==> config.mk <==
export PLATFORM = sky130hd
export DESIGN_NAME = debounce_fsm_flat
export DESIGN_NICKNAME = d
export VERILOG_FILES = /design/src/rtl/debounce_pkg.sv /design/src/rtl/debounce_fsm_if.sv /design/src/rtl/bit_synchronizer.sv /design/src/rtl/debounce_fsm.sv /design/src/flat_wrapper.sv
export SDC_FILE = /design/constraint.sdc
export NUM_CORES = 1
export LEC_CHECK = 0
export CAP_MARGIN = 20
export CORE_AREA = 10 10 47 49
export DETAILED_ROUTE_END_ITERATION = 6
export DIE_AREA = 0 0 57 59
export SYNTH_ARGS = -nofsm -noshare
export SYNTH_HDL_FRONTEND = slang
export SYNTH_HIERARCHICAL = 1
export SYNTH_SLANG_ARGS = --single-unit
==> constraint.sdc <==
create_clock -name clk -period 1.7 [get_ports clk]
set_input_delay 0.255 -clock clk [delete_from_list [all_inputs] [get_ports clk]]
set_output_delay 0.255 -clock clk [all_outputs]
set_load 0.01 [all_outputs]
==> src/rtl/debounce_pkg.sv <==
// Shared types and defaults for the switch debounce slice.
package debounce_pkg;

    typedef enum logic [1:0] {
        ZERO,
        WAIT1,
        ONE,
        WAIT0
    } db_state_t;

    localparam int STABLE_TICKS_DEF = 3;
    localparam int SYNC_STAGES_DEF  = 2;

endpackage

==> src/rtl/debounce_fsm_if.sv <==
// Switch-side bundle: raw input and tick in, clean level and edge pulses out.
interface debounce_fsm_if;

    logic ms10_tick;
    logic sw;
    logic db_level;
    logic db_rise;
    logic db_fall;

    modport master (
        output ms10_tick,
        output sw,
        input  db_level,
        input  db_rise,
        input  db_fall
    );

    modport slave (
        input  ms10_tick,
        input  sw,
        output db_level,
        output db_rise,
        output db_fall
    );

endinterface

==> src/rtl/bit_synchronizer.sv <==
// Multi-flop synchronizer for one asynchronous bit.
module bit_synchronizer #(
    parameter int SYNC_STAGES = 2
) (
    input  logic clk,
    input  logic reset_n,
    input  logic d,
    output logic q
);

    logic [SYNC_STAGES-1:0] sync_q;

    always_ff @(posedge clk or negedge reset_n) begin
        if (!reset_n) begin
            sync_q <= '0;
        end else begin
            sync_q <= {sync_q[SYNC_STAGES-2:0], d};
        end
    end

    assign q = sync_q[SYNC_STAGES-1];

endmodule

==> src/rtl/debounce_fsm.sv <==
// Tick-counted debounce of one switch with registered level and edge pulses.
module debounce_fsm
    import debounce_pkg::*;
#(
    parameter int STABLE_TICKS = STABLE_TICKS_DEF,
    parameter int SYNC_STAGES  = SYNC_STAGES_DEF
) (
    input  logic           clk,
    input  logic           reset_n,
    debounce_fsm_if.slave  db
);

    localparam int CW = $clog2(STABLE_TICKS + 1);
    localparam logic [CW-1:0] CNT_LOAD = CW'(STABLE_TICKS);
    localparam logic [CW-1:0] CNT_ONE  = CW'(1);

    db_state_t     state;
    db_state_t     state_d;
    logic [CW-1:0] cnt;
    logic [CW-1:0] cnt_d;
    logic          sw_s;
    logic          level_d;
    logic          rise_d;
    logic          fall_d;
    logic          level_q;
    logic          rise_q;
    logic          fall_q;

    bit_synchronizer #(
        .SYNC_STAGES(SYNC_STAGES)
    ) u_sync (
        .clk    (clk),
        .reset_n(reset_n),
        .d      (db.sw),
        .q      (sw_s)
    );

    always_ff @(posedge clk or negedge reset_n) begin
        if (!reset_n) begin
            state   <= ZERO;
            cnt     <= '0;
            level_q <= 1'b0;
            rise_q  <= 1'b0;
            fall_q  <= 1'b0;
        end else begin
            state   <= state_d;
            cnt     <= cnt_d;
            level_q <= level_d;
            rise_q  <= rise_d;
            fall_q  <= fall_d;
        end
    end

    // An abort on sw_s always takes priority over a tick in the same cycle.
    always_comb begin
        state_d = state;
        cnt_d   = cnt;
        unique case (state)
            ZERO: begin
                if (sw_s) begin
                    state_d = WAIT1;
                    cnt_d   = CNT_LOAD;
                end
            end
            WAIT1: begin
                if (!sw_s) begin
                    state_d = ZERO;
                end else if (db.ms10_tick) begin
                    if (cnt == CNT_ONE) state_d = ONE;
                    else                cnt_d   = cnt - CNT_ONE;
                end
            end
            ONE: begin
                if (!sw_s) begin
                    state_d = WAIT0;
                    cnt_d   = CNT_LOAD;
                end
            end
            WAIT0: begin
                if (sw_s) begin
                    state_d = ONE;
                end else if (db.ms10_tick) begin
                    if (cnt == CNT_ONE) state_d = ZERO;
                    else                cnt_d   = cnt - CNT_ONE;
                end
            end
            default: begin
                state_d = ZERO;
                cnt_d   = '0;
            end
        endcase
    end

    always_comb begin
        level_d = (state_d == ONE) || (state_d == WAIT0);
        rise_d  = (state == WAIT1) && (state_d == ONE);
        fall_d  = (state == WAIT0) && (state_d == ZERO);
    end

    assign db.db_level = level_q;
    assign db.db_rise  = rise_q;
    assign db.db_fall  = fall_q;

endmodule

==> src/flat_wrapper.sv <==
// flat-port wrapper written by rule: the top's interface ports become plain ports
module debounce_fsm_flat import debounce_pkg::*;
#(
    parameter int STABLE_TICKS = STABLE_TICKS_DEF,
    parameter int SYNC_STAGES  = SYNC_STAGES_DEF
)
  (clk, reset_n, db_ms10_tick, db_sw, db_db_level, db_db_rise, db_db_fall);
  debounce_fsm_if db_i ();
  input  logic clk;
  input  logic reset_n;
  input wire logic [$bits(db_i.ms10_tick)-1:0] db_ms10_tick;
  input wire logic [$bits(db_i.sw)-1:0] db_sw;
  output wire logic [$bits(db_i.db_level)-1:0] db_db_level;
  output wire logic [$bits(db_i.db_rise)-1:0] db_db_rise;
  output wire logic [$bits(db_i.db_fall)-1:0] db_db_fall;
  assign db_i.ms10_tick = db_ms10_tick;
  assign db_i.sw = db_sw;
  assign db_db_level = db_i.db_level;
  assign db_db_rise = db_i.db_rise;
  assign db_db_fall = db_i.db_fall;
  debounce_fsm #(.STABLE_TICKS(STABLE_TICKS), .SYNC_STAGES(SYNC_STAGES)) u_core (.clk(clk), .reset_n(reset_n), .db(db_i));
endmodule
==> metrics.yaml <==
status: "finished, final reports clean"
drt_first_pass_iters: 4
grt.overflow.total: 0
die_width_um: 57
via_per_inst: 4.34
grtUsageTotal_pct: 3.99
max_freq_mhz: 724
critPathLaunchType: "flip-flop"
final_area_sq_um: 460
cts_resized: 0
rows: 14
leakage_nw: 0.202
setup_tns_ns: 0
path_cells: "clkdlybuf4s50_1"
p_per_area_nw_per_um2: 1470
critPathCaptureType: "primary output"
timing.rr.end: "u_core/state[1]"
seqPwrFrac_pct: 48.5
slew_viol_final: 0
hold_buffers: 0
antenna_cells: 0
remaining_drc_errors: 0
cts_root_buf: "clkbuf_4"
power_switching_uw: 209
gp_congestion: 0.647
grt_pass1_wl_um: 1030
met1_usage_pct: 3.97
cts_num_sinks: 9
hold_viol_final: 0
layout_commonest_cell: "dfrtp_1"
finalCritPeriodShare_pct: 81.3
global_route.usage.met2_pct: 5.43
fill_cells: 146
cp_max_fo: 1
grt_pass1_vias: 241
dpl-instance-area_sq_um: 434
drv_cap: 0
numCtsBuffers: 3
layout_common_cells: "dfrtp_1 (9), clkdlybuf4s50_1 (6), clkbuf_4 (3)"
met3_usage_pct: 3.22
path_class: "flip-flop to primary output"
num_vias: 230
yosysUniqueCellTypes: 12
relSlewSlack_pct: 73.1
die_h_um: 59
vdd.ir_drop.worst_uv: 709
cts_setup_buffers: 0
synth-seq-cells: 9
power.share.clock_pct: 23.4
core_area_sq_um: 1400
port_buffers: 6
synthesis.instances: 27
yosys-top-cells-area: "dfrtp_1 (64%), mux2_1 (6.4%), nor3b_1 (4.2%), a31oi_1 (3.5%), and2_1 (3.5%)"
clock_latency_ns: 0.25
syn2layout_area_growth_pct: 30.0
yosys.area.top_type_share_pct: 63.6
fin_nets: 43
worstPathRequired_ns: 1.44
cp-startpoint: "u_core/db.db_level"
grt-busiest-layer: "met2"
wl_per_cell_um: 12.9
yosysSeqAreaShare_pct: 63.6
cp.depth: 1
start_util_pct: 25.3
worstPathArrival_ns: 1.13
ys_warn_count: 6
cp_top_family: "buffers and inverters"
syn_area_sq_um: 354
rsz0062_at_grt: "no"
grt_max_degree: 10
htreeDepth: 1
synth.net_count: 32
r2r_slack_ns: 0.42
synth_area_per_cell_sq_um: 13.1
design.portCount: 7
cp_slowest_cell: "clkdlybuf4s50_1"
crit_buf_inv: 1
setup_violations: 0
period_minus_slack_ns: 1.38
die-area_sq_um: 3360
tightest_slew_ns: 0.403
drtIter0Drc: 5
yosysTopAreaCell: "dfrtp_1"
power_frac_comb_pct: 28.1
cts_tree: "yes"
r2r_cells: 3
sw_frac_of_total_pct: 30.8
power.internal_uw: 470
antenna_found_initial: 0
slowest_delay_ns: 0.54
rr_startpoint: "u_core/cnt[0]"
worstHoldPathType: "input pin to asynchronous set/reset pin"
finalClockSkew_ns: 0.00386
drive_gt1_share_pct: 8.11
path_clk_slew_ns: 0.06
routed_wl_um: 683
antenna_left: 0
cts_buffer_depth: 2
==> per-layer routing <==
layer | vias up | part of all wire, %
li1 | 112 | -
met1 | 107 | 46
met2 | 11 | 43
met3 | 0 | 11
met4 | 0 | 0
met5 | - | 0
==> state kept, by name, indices dropped and copies added, names as in the netlist <==
| register | flops |
|---|---|
| u_core/cnt | 2 |
| u_core/db.db_fall | 1 |
| u_core/db.db_level | 1 |
| u_core/db.db_rise | 1 |
| u_core/state | 2 |
| u_core/u_sync/sync_q | 2 |
==> worst max-delay path by stage <==
stage,endpoint
CTS,db_db_fall
floorplan,u_core/db.db_level
detailed placement,u_core/state[1]
finish,db_db_level
global placement,u_core/db.db_level
global route,db_db_fall
==> power by group through the flow <==
stage               combinational [mW]  sequential, mW  clock [mW]
floorplan                        0.122           0.325           0
global placement                 0.180           0.323           0
detailed placement               0.193           0.332           0
CTS                              0.195           0.329       0.165
global route                     0.215           0.333       0.176
finish                           0.191           0.329       0.159
==> final cells by class <==
class / count / area, sq um / area share (%)
Clock buffer: 4 / 26.3 / 5.71
Multi-Input combinational cell: 16 / 121 / 26.4
Inverter: 2 / 7.51 / 1.63
Tap cell: 16 / 20.0 / 4.35
Timing Repair Buffer: 6 / 60.1 / 13.0
Sequential cell: 9 / 225 / 48.9
==> cell families after synthesis <==
kind of cell | Yosys count | share of synthesized area, %
compound gates | 4 | 7.07
fa+ha+maj | 1 | 3.53
buf+inv | 2 | 2.12
flops | 9 | 63.6
xor+xnor | 1 | 2.47
mux | 2 | 6.36
simple gates | 8 | 14.8
==> synthesized netlist by cell type <==
cell type  n
nor3b_1    2
a31oi_1    2
and2b_1    1
o22ai_1    2
xor2_1     1
dfrtp_1    9
nand2b_1   2
mux2_1     2
and2_1     2
ha_1       1
nand3_1    1
inv_1      2
==> through the flow <==
step	total power, mW	util [%]	hold WS (ns)	setup slack (ns)	cells
6_report	0.679	32.9	0.294	0.318	53
5_1_grt	0.724	32.9	0.311	0.276	53
4_1_cts	0.690	32.9	0.296	0.294	53
3_5_place_dp	0.525	31.0	0.344	0.296	49
3_3_place_gp	0.503	31.0	0.337	0.317	49
2_1_floorplan	0.447	-	-0.0406	0.517	27
Power figures use the tool's default switching activity.
